--- src/rtl/md5_pkg.sv ---
// rtl/md5_pkg.sv - MD5 round constants, IV, engine state type and message index helper
package md5_pkg;

    typedef enum logic [1:0] {IDLE, ROUND, ADD, DONE} md5_state_t;

    // Chaining layout is {d,c,b,a}, with a in the low word
    localparam logic [127:0] MD5_IV = {32'h10325476, 32'h98badcfe, 32'hefcdab89, 32'h67452301};

    localparam logic [31:0] MD5_K [64] = '{
        32'hd76aa478, 32'he8c7b756, 32'h242070db, 32'hc1bdceee,
        32'hf57c0faf, 32'h4787c62a, 32'ha8304613, 32'hfd469501,
        32'h698098d8, 32'h8b44f7af, 32'hffff5bb1, 32'h895cd7be,
        32'h6b901122, 32'hfd987193, 32'ha679438e, 32'h49b40821,
        32'hf61e2562, 32'hc040b340, 32'h265e5a51, 32'he9b6c7aa,
        32'hd62f105d, 32'h02441453, 32'hd8a1e681, 32'he7d3fbc8,
        32'h21e1cde6, 32'hc33707d6, 32'hf4d50d87, 32'h455a14ed,
        32'ha9e3e905, 32'hfcefa3f8, 32'h676f02d9, 32'h8d2a4c8a,
        32'hfffa3942, 32'h8771f681, 32'h6d9d6122, 32'hfde5380c,
        32'ha4beea44, 32'h4bdecfa9, 32'hf6bb4b60, 32'hbebfbc70,
        32'h289b7ec6, 32'heaa127fa, 32'hd4ef3085, 32'h04881d05,
        32'hd9d4d039, 32'he6db99e5, 32'h1fa27cf8, 32'hc4ac5665,
        32'hf4292244, 32'h432aff97, 32'hab9423a7, 32'hfc93a039,
        32'h655b59c3, 32'h8f0ccc92, 32'hffeff47d, 32'h85845dd1,
        32'h6fa87e4f, 32'hfe2ce6e0, 32'ha3014314, 32'h4e0811a1,
        32'hf7537e82, 32'hbd3af235, 32'h2ad7d2bb, 32'heb86d391
    };

    localparam logic [4:0] MD5_S [64] = '{
        5'd7, 5'd12, 5'd17, 5'd22, 5'd7, 5'd12, 5'd17, 5'd22, 5'd7, 5'd12, 5'd17, 5'd22, 5'd7, 5'd12, 5'd17, 5'd22,
        5'd5, 5'd9,  5'd14, 5'd20, 5'd5, 5'd9,  5'd14, 5'd20, 5'd5, 5'd9,  5'd14, 5'd20, 5'd5, 5'd9,  5'd14, 5'd20,
        5'd4, 5'd11, 5'd16, 5'd23, 5'd4, 5'd11, 5'd16, 5'd23, 5'd4, 5'd11, 5'd16, 5'd23, 5'd4, 5'd11, 5'd16, 5'd23,
        5'd6, 5'd10, 5'd15, 5'd21, 5'd6, 5'd10, 5'd15, 5'd21, 5'd6, 5'd10, 5'd15, 5'd21, 5'd6, 5'd10, 5'd15, 5'd21
    };

    // Only round mod 16 matters for the index, so 4-bit arithmetic gives the mod 16 for free
    function automatic logic [3:0] md5_g(input logic [5:0] round);
        logic [3:0] r;
        r = round[3:0];
        unique case (round[5:4])
            2'd0:    return r;
            2'd1:    return 4'(r * 4'd5 + 4'd1);
            2'd2:    return 4'(r * 4'd3 + 4'd5);
            default: return 4'(r * 4'd7);
        endcase
    endfunction

endpackage

--- src/rtl/md5_block_engine_if.sv ---
// rtl/md5_block_engine_if.sv - block/chain input and digest output handshake bundle
interface md5_block_engine_if;
    logic         blk_valid;
    logic         blk_ready;
    logic [511:0] blk_data;
    logic [127:0] chain_in;
    logic         use_iv;
    logic         dig_valid;
    logic         dig_ready;
    logic [127:0] digest;

    modport master (
        output blk_valid, blk_data, chain_in, use_iv, dig_ready,
        input  blk_ready, dig_valid, digest
    );

    modport slave (
        input  blk_valid, blk_data, chain_in, use_iv, dig_ready,
        output blk_ready, dig_valid, digest
    );
endinterface

--- src/rtl/md5_round_core.sv ---
// rtl/md5_round_core.sv - one combinational MD5 round
module md5_round_core
    import md5_pkg::*;
(
    input  logic [31:0]  a,
    input  logic [31:0]  b,
    input  logic [31:0]  c,
    input  logic [31:0]  d,
    input  logic [5:0]   round_num,
    input  logic [511:0] message,
    output logic [31:0]  a_next,
    output logic [31:0]  b_next,
    output logic [31:0]  c_next,
    output logic [31:0]  d_next
);

    logic [31:0] f;
    logic [31:0] m_word;
    logic [31:0] tmp;
    logic [63:0] dbl;
    logic [3:0]  g;
    logic [4:0]  s;

    always_comb begin
        f = '0;
        unique case (round_num[5:4])
            2'd0:    f = (b & c) | (~b & d);
            2'd1:    f = (d & b) | (~d & c);
            2'd2:    f = b ^ c ^ d;
            default: f = c ^ (b | ~d);
        endcase
        g      = md5_g(round_num);
        s      = MD5_S[round_num];
        m_word = message[{g, 5'd0} +: 32];
        tmp    = a + f + MD5_K[round_num] + m_word;
        // Rotate-left as the upper half of a doubled word shifted left
        dbl    = {tmp, tmp} << s;
    end

    assign a_next = d;
    assign b_next = b + dbl[63:32];
    assign c_next = b;
    assign d_next = c;

endmodule

--- src/rtl/md5_block_engine.sv ---
// rtl/md5_block_engine.sv - sequential MD5 compression of one 512-bit block
module md5_block_engine
    import md5_pkg::*;
#(
    parameter int UNROLL = 1
) (
    input  logic                clk,
    input  logic                rst_n,
    input  logic                abort,
    output logic                busy,
    md5_block_engine_if.slave   bus
);

    localparam logic [5:0] STEP = 6'(UNROLL);
    localparam logic [5:0] LAST = 6'(64 - UNROLL);

    md5_state_t   state, state_next;
    logic         accept;
    logic [5:0]   round_cnt;
    logic [511:0] msg_q;
    logic [127:0] chain_q;
    logic [127:0] digest_q;
    logic [127:0] sel_chain;
    logic [31:0]  a_q, b_q, c_q, d_q;

    assign sel_chain = bus.use_iv ? MD5_IV : bus.chain_in;

    for (genvar j = 0; j < UNROLL; j++) begin : stg
        logic [31:0] ia, ib, ic, id, oa, ob, oc, od;
        if (j == 0) begin : g_first
            assign {ia, ib, ic, id} = {a_q, b_q, c_q, d_q};
        end else begin : g_link
            assign {ia, ib, ic, id} = {stg[j-1].oa, stg[j-1].ob, stg[j-1].oc, stg[j-1].od};
        end
        md5_round_core u_core (
            .a         (ia),
            .b         (ib),
            .c         (ic),
            .d         (id),
            .round_num (round_cnt + 6'(j)),
            .message   (msg_q),
            .a_next    (oa),
            .b_next    (ob),
            .c_next    (oc),
            .d_next    (od)
        );
    end

    always_ff @(posedge clk or negedge rst_n) begin
        if (!rst_n) state <= IDLE;
        else        state <= state_next;
    end

    // abort overrides every transition, including a same-cycle accept or consume
    always_comb begin
        state_next = state;
        accept     = 1'b0;
        if (abort) begin
            state_next = IDLE;
        end else begin
            unique case (state)
                IDLE:  if (bus.blk_valid) begin
                           state_next = ROUND;
                           accept     = 1'b1;
                       end
                ROUND: if (round_cnt == LAST) state_next = ADD;
                ADD:   state_next = DONE;
                DONE:  if (bus.dig_ready) state_next = IDLE;
                default: state_next = IDLE;
            endcase
        end
    end

    always_ff @(posedge clk or negedge rst_n) begin
        if (!rst_n) begin
            round_cnt <= '0;
            msg_q     <= '0;
            chain_q   <= '0;
            digest_q  <= '0;
            a_q       <= '0;
            b_q       <= '0;
            c_q       <= '0;
            d_q       <= '0;
        end else if (abort) begin
            round_cnt <= '0;
        end else begin
            unique case (state)
                IDLE: if (accept) begin
                    msg_q                <= bus.blk_data;
                    chain_q              <= sel_chain;
                    {d_q, c_q, b_q, a_q} <= sel_chain;
                    round_cnt            <= '0;
                end
                ROUND: begin
                    a_q       <= stg[UNROLL-1].oa;
                    b_q       <= stg[UNROLL-1].ob;
                    c_q       <= stg[UNROLL-1].oc;
                    d_q       <= stg[UNROLL-1].od;
                    round_cnt <= round_cnt + STEP;
                end
                ADD: digest_q <= {chain_q[127:96] + d_q, chain_q[95:64] + c_q,
                                  chain_q[63:32]  + b_q, chain_q[31:0]  + a_q};
                default: ;
            endcase
        end
    end

    assign bus.blk_ready = (state == IDLE);
    assign bus.dig_valid = (state == DONE);
    assign bus.digest    = digest_q;
    assign busy          = (state == ROUND) || (state == ADD);

endmodule

--- src/flat_wrapper.sv ---
// flat-port wrapper written by rule: the top's interface ports become plain ports
module md5_block_engine_flat import md5_pkg::*;
#(
    parameter int UNROLL = 1
)
  (clk, rst_n, abort, busy, bus_blk_valid, bus_blk_data, bus_chain_in, bus_use_iv, bus_dig_ready, bus_blk_ready, bus_dig_valid, bus_digest);
  md5_block_engine_if bus_i ();
  input  logic clk;
  input  logic rst_n;
  input  logic abort;
  output logic busy;
  input wire logic [$bits(bus_i.blk_valid)-1:0] bus_blk_valid;
  input wire logic [$bits(bus_i.blk_data)-1:0] bus_blk_data;
  input wire logic [$bits(bus_i.chain_in)-1:0] bus_chain_in;
  input wire logic [$bits(bus_i.use_iv)-1:0] bus_use_iv;
  input wire logic [$bits(bus_i.dig_ready)-1:0] bus_dig_ready;
  output wire logic [$bits(bus_i.blk_ready)-1:0] bus_blk_ready;
  output wire logic [$bits(bus_i.dig_valid)-1:0] bus_dig_valid;
  output wire logic [$bits(bus_i.digest)-1:0] bus_digest;
  assign bus_i.blk_valid = bus_blk_valid;
  assign bus_i.blk_data = bus_blk_data;
  assign bus_i.chain_in = bus_chain_in;
  assign bus_i.use_iv = bus_use_iv;
  assign bus_i.dig_ready = bus_dig_ready;
  assign bus_blk_ready = bus_i.blk_ready;
  assign bus_dig_valid = bus_i.dig_valid;
  assign bus_digest = bus_i.digest;
  md5_block_engine #(.UNROLL(UNROLL)) u_core (.clk(clk), .rst_n(rst_n), .abort(abort), .busy(busy), .bus(bus_i));
endmodule
--- config.mk ---
export PLATFORM = sky130hd
export DESIGN_NAME = md5_block_engine_flat
export DESIGN_NICKNAME = d
export VERILOG_FILES = /design/src/rtl/md5_pkg.sv /design/src/rtl/md5_block_engine_if.sv /design/src/rtl/md5_round_core.sv /design/src/rtl/md5_block_engine.sv /design/src/flat_wrapper.sv
export SDC_FILE = /design/constraint.sdc
export NUM_CORES = 2
export LEC_CHECK = 0
export ABC_CLOCK_PERIOD_IN_PS = 13200
export BUFFER_PORTS_ARGS = -buffer_cell sky130_fd_sc_hd__buf_2
export CAP_MARGIN = 20
export CORE_MARGIN = 5
export CORE_UTILIZATION = 50
export DETAILED_ROUTE_END_ITERATION = 10
export PLACE_DENSITY = 0.71
export SLEW_MARGIN = 20
export SYNTH_ARGS = -nofsm -noshare
export SYNTH_HDL_FRONTEND = slang
export SYNTH_SLANG_ARGS = --single-unit
--- constraint.sdc ---
create_clock -name clk -period 13.2 [get_ports clk]
set_clock_uncertainty 0.1 [all_clocks]
set_input_delay 1.98 -clock clk [delete_from_list [all_inputs] [get_ports clk]]
set_output_delay 1.98 -clock clk [all_outputs]
set_load 0.02 [all_outputs]
# [Yosys cells after proc, flatten, opt, wreduce, memory -nomap -nowiden]
# Memory sizes are Yosys's and may differ from the RTL's.
# Cells that the tools add are included.
[word_totals] ff_bits=904 romBits=2368 in_bits=646 output_inout_bits=131 elab_cells=89 mem_count=2
[classes] addsub=11 multipliers=3 order_cmp=1 eq_ne=11 n_shift=2 mux=26 n_bitwise=14 n_reduce_logical=10
[mem_list] name="(name not given)" depth=64 width=32 read_ports=1 rd_ports_with_merged_regs=0 wr=0 line="md5_round_core.sv:35" rtl="tmp = a + f + MD5_K[round_num] + m_word;"
[mem_list] name="(name not given)" depth=64 width=5 read_ports=1 rd_ports_with_merged_regs=0 wr=0 line="md5_round_core.sv:33" rtl="s = MD5_S[round_num];"
[op_table] op="variable part select 512 x 10 -> 32 bit" count=1
[op_table] op="adder 32 bit" count=8
[op_table] op="one-hot mux 32 bit (2 select lines)" count=4
[op_table] op="two-way mux 32 bit" count=6
[op_table] op="AND 32 bit" count=4
[op_table] op="two-way mux 128 bit" count=1
[op_table] op="OR 32 bit" count=3
[op_table] op="one-hot mux 32 bit (3 select lines)" count=1
[op_table] op="bitwise XOR 32 bit" count=3
[op_table] op="NOT 32 bit" count=2
[op_table] op="left shift 64 x 5 -> 64 bit" count=1
[op_table] op="two-way mux 6 bit" count=2
[op_table] op="one-hot mux 4 bit (3 select lines)" count=1
[op_table] op="one-hot mux 6 bit (2 select lines)" count=1
[op_table] op="two-way mux 5 bit" count=2
[op_table] op="AND reduction 3 bit" count=3
[op_table] op="multiplier 4 x 3 -> 4 bit, second input constant" count=2
[op_table] op="two-way mux 2 bit" count=4
[op_table] op="one-hot mux 2 bit (4 select lines)" count=1
[op_table] op=">= comparator 7 bit, second input constant" count=1
[op_table] op="NOT 6 -> 7 bit" count=1
[op_table] op="adder 6 x 1 -> 6 bit, second input constant" count=1
[op_table] op="equality test 2 bit, second input constant" count=3
[op_table] op="equality test 6 bit, second input constant" count=1
[op_table] op="14 further kinds" count=21

# [Logic depth before layout (Yosys ltp)]
[logic_depth] word_depth=10 mapped_depth=46 mapped_depth_nobuf=42

# [By module]
# From an unflattened synthesis, not the netlist that was laid out.
[unflattened] cells_unflattened=5996 area_unflattened_um2=58338.5
[modules_own_cells] module="md5_block_engine" instances=1 cells_per_inst=3756 area_per_inst_um2=41582.4 seq_area_each_um2=22621.7
[modules_own_cells] module="md5_round_core" instances=1 cells_per_inst=2240 area_per_inst_um2=16756.1 seq_area_each_um2=0.0

# [Worst setup path after synthesis]
# Ideal clock, no wire load.
[synth_path] path_kind="register to register" start="reg u_core.round_cnt[2]" end="reg u_core.b_q[24]" setup_time_ns=0.083 arrival_time_ns=10.954 required_ns=13.017 setup_slack_ns=2.064 path_stages_with_launch=47 path_buffers=4 synth_period_minus_slack_ns=11.136 path_cell_list="dfrtp_1 clkinv_1 clkbuf_1 clkbuf_1 ha_1 ha_1 xnor2_1 xnor2_1 nand2_1 xnor2_1 a222oi_1 clkbuf_1 buf_1 mux4_2 fa_1 inv_1 fa_1 inv_1 [11 not listed] mux4_2 nor2_1 a21oi_1 mux2i_1 ha_1 fa_1 a21o_1 a21o_1 a21oi_1 o221ai_1 a41o_1 a21oi_1 o21a_1 nor2_1 o21ai_0 mux2i_1 a31oi_1 o21ai_0"
[synth_between] elab_chain_cells=9 elab_cells_between_ends=19 cone_classes="add/sub (5); mul (3); shift (2); mux (6); bitwise (1); memory (2)"
[synth_rtl] item="start, declared" line="md5_block_engine.sv:19" rtl="logic [5:0] round_cnt;"
[synth_rtl] item="start signal, assigned" line="md5_block_engine.sv:99" rtl="round_cnt <= round_cnt + STEP;"
[synth_rtl] item="parallel branches: the longest is 6 deep, another holds adder 32 bit"
[synth_rtl] item="left shift 64 x 5 -> 64 bit (*)" line="md5_round_core.sv:37" rtl="dbl = {tmp, tmp} << s;"
[synth_rtl] item="adder 32 bit (*)" line="md5_round_core.sv:41" rtl="assign b_next = b + dbl[63:32];"
[synth_rtl] item="one-hot mux 32 bit (2 select lines) (*)" line="md5_block_engine.sv:87" rtl="unique case (state)"
[synth_rtl] item="end signal, assigned" line="md5_block_engine.sv:91" rtl="{d_q, c_q, b_q, a_q} <= sel_chain;"
[synth_rtl] item="end signal, assigned" line="md5_block_engine.sv:96" rtl="b_q <= stg[UNROLL-1].ob;"
[synth_rtl] item="end, declared" line="md5_block_engine.sv:24" rtl="logic [31:0] a_q, b_q, c_q, d_q;"
# Every way passes the cells marked *. The select of a mux whose other input is x is not followed.
# A chain may end at the register's enable or synchronous reset.

# [Worst setup path in the final report]
[layout_path] start="reg u_core.round_cnt[1]" end="reg u_core.b_q[24]"
# Same word-level chain as after synthesis.

==> summary.txt <==
Outcome
  • Status: finished, final reports clean

Clock tree
  • Root Driver: clkbuf_16
  • Clock buffer depth: 3
  • CTS Sinks: 904
  • Clk_lat worst skew: 0.72 ns
  • CTS Buf Count: between 90 and 100
  • Clock-pin slew on the worst setup and hold paths: 0.07 ns
  • CTS H-tree depth: 3
  • Cts repair resizes: 0
  • Postcts setup bufs: 0
  • Hold_buf cts: 0
  • CTS tree: built

STA
  • Final hold vios: 0
  • Crit share post-route: 0.874
  • Measured slew at the worst slew-check pin: roughly 1.2 ns
  • Fmax: 86.7 MHz
  • Final setup viols: 0
  • RSZ-0062 raised after global routing: false
  • Slew Viols, Final: 0
  • Final hold slack: 0.362 ns
  • Worst rel slew slack: 0.170
  • Setup TNS: 0 ns
  • Min Clock Period, post-route: approximately 12 ns

Global routing
  • GR Util met2: 0.540
  • Antenna violations before repair: 47
  • Overall Global Routing Usage: 0.339
  • Vias in the first global route: 48500
  • Largest net degree at the start of global routing: 207
  • GR Util met3: 0.0605
  • Met1 Usage GRT: 0.432
  • GRT overflow: 0
  • First-pass GRT wire length: 311 mm
  • Most used routing layer: met2

Critical path
  • Critical path's slowest cell: and3_4
  • Biggest cell delay along the critical path: 0.81 ns
  • Crit-path max FO: 78
  • CP top delay family: compound AO/OA/AOI/OAI gates
  • Startpoint types: flop
  • Worst flop-to-flop path startpoint: u_core.round_cnt[1]$_DFFE_PN0P_
  • Critical Path Sink Type: flop
  • WP depth: 38
  • CP most frequent cell: a21oi_1
  • Worst Path Arrival: 12.04 ns
  • FF-to-FF path depth: 38
  • CP bufs+invs: 6
  • R2r setup slk: 1.66 ns
  • Kind of critical path: flop to flop
  • FF-to-FF End: u_core.b_q[24]$_DFFE_PN0P_
  • WP data required: 13.70 ns

Cells and area
  • Filler-free cell count of the finished design: 8201
  • Nets@finish: roughly 7500
  • Most common cell after layout, fill and taps aside: dfrtp_1
  • Most frequent cells in the layout: 900 x dfrtp_1, 774 x buf_2, 603 x nand2_1
  • Layout area overhead: 15.1%
  • Share of cells above drive strength 1: 0.246

Placement
  • IO buf count: 776
  • Detailed Place HPWL: 163 mm
  • Placed insts: 7990
  • Gpl congestion: 0.999

Die
  • Core Area: 114000 sq um
  • Boundary Pins: 777
  • Die area: ~120000 sq um
  • Die width: about 350 um
  • # rows: ~120
  • Chip height: 348 um
  • Starting Density: 0.502

Synth
  • Yosys reg bits: roughly 900
  • Synth warn: 0
  • Synth cell types: 86
  • Post-synthesis sequential area ratio: 0.395
  • Mean Syn Cell Area: between 9 and 10 sq um
  • Cells after synthesis: 6004
  • Post-synthesis async set-or-reset flop share: 1.00
  • Synthesized cell area: 57200 sq um
  • Ys flop type: dfrtp_1
  • Syn nets: 6947
  • Post-synth EDFFs: 0

Route
  • Via-to-Cell Ratio: 6.03
  • Routed Antenna Nets: 0
  • Drt pass-1 iters: 8
  • DRC: 0
  • Vias: 49500
  • Total wire length: approximately 210 mm
  • Drt wl/cell: 25.9 um
  • Initial DRC Count: 4690

Run
  • Max_cap viols: 0

Worst hold path
  • Hold path startpoint: u_core.bus.digest[100]$_DFFE_PN0P_
  • HP Class: flop to flop
  • Min-Delay Path Depth: 2
  • Hold Path Sink: u_core.bus.digest[100]$_DFFE_PN0P_
-- area by class of cell --
type / count / area, sq um
Fill cell: 9919 / 48200
Timing Repair Buffer: 860 / 4700
Sequential cell: 904 / 22600
Inverter: 225 / 845
Tap cell: 1512 / 1890
Antenna cell: 38 / 95.1
Clock inverter: 32 / 473
Multi-Input combinational cell: 4490 / 32300
Clock buffer: 140 / 2850
-- logic make-up (layout without fill, tap and decap cells) --
group                    after synthesis  after routing  synth area share
AND/OR/NAND/NOR                     1514           1514             0.119
XOR/XNOR                             221            221            0.0341
buffers and inverters                610           1257            0.0406
AO/OA/AOI/OAI                       1663           1663             0.177
flip-flops                           904            904             0.395
adder cells (fa/ha/maj)              297            297            0.0745
multiplexers                         795            795             0.160
other                                  0             38                 0
-- metrics by stage --
stage / util / cell area (sq um) / setup WS (ns)
floorplan: - / 57200 / 2.06
global placement: 0.547 / 62400 / 2.09
detailed placement: 0.547 / 62400 / 1.96
CTS: 0.576 / 65700 / 1.89
global route: 0.577 / 65800 / 1.07
finish: 0.577 / 65800 / 1.66
-- registers in the layout, summed over array words and instances, names as in the netlist --
register and count:
u_core.a_q 32, u_core.b_q 32, u_core.bus.digest 128, u_core.c_q 32, u_core.chain_q 128, u_core.d_q 32, u_core.msg_q 512, u_core.round_cnt 6
u_core.state 2
-- worst max path at each step --
stage                                                from                         end  slack [ns]
final                     u_core.round_cnt[1]$_DFFE_PN0P_  u_core.b_q[24]$_DFFE_PN0P_        1.66
after global routing      u_core.round_cnt[1]$_DFFE_PN0P_  u_core.b_q[24]$_DFFE_PN0P_        1.07
after CTS                 u_core.round_cnt[1]$_DFFE_PN0P_  u_core.b_q[24]$_DFFE_PN0P_        1.89
after detailed placement  u_core.round_cnt[1]$_DFFE_PN0P_  u_core.b_q[24]$_DFFE_PN0P_        1.96
after global placement    u_core.round_cnt[1]$_DFFE_PN0P_  u_core.b_q[24]$_DFFE_PN0P_        2.09
after floorplan           u_core.round_cnt[2]$_DFFE_PN0P_  u_core.b_q[24]$_DFFE_PN0P_        2.06
-- cells in the mapped netlist, types with 23 or more instances --
cell type,number,share of area
xor2_1,92,0.014
nor2_1,405,0.027
o21ai_0,529,0.046
mux2i_1,220,0.038
o211ai_1,30,0.0039
nor2b_1,184,0.020
buf_1,42,0.0028
nand3_1,35,0.0031
nand2_1,603,0.040
a31oi_1,56,0.0061
a21oi_1,501,0.044
o21a_1,34,0.0045
mux4_2,39,0.015
o22ai_1,24,0.0026
ha_1,224,0.049
fa_1,73,0.026
inv_1,221,0.014
nand2b_1,101,0.011
mux2_2,535,0.11
dfrtp_1,904,0.40
o21bai_1,23,0.0030
clkbuf_1,320,0.021
nor3_1,90,0.0079
o31ai_1,23,0.0030
a211oi_1,184,0.024
a21o_1,82,0.011
xnor2_1,128,0.020
-- routing by layer --
metal | wire length (um) | vias up
met5 | 208 | -
met4 | 16200 | 28
met3 | 16400 | 562
met2 | 97300 | 2165
met1 | 82400 | 24200
li1 | - | 22500
-- worst register-to-register path, delay by kind of cell (launching register included) --
family                     cells  cell delay, ns
AOI/OAI and AO/OA             15            3.43
xor gates and xnor gates       1            0.52
adders and majority gates      6            2.53
buffers and inverters          6            1.92
DFF                            1            0.38
muxes                          5            1.28
and+or+nand+nor                5            1.30
Power is not shown: default switching activity piles up to over one toggle a cycle in this logic, so the estimate is an artifact.
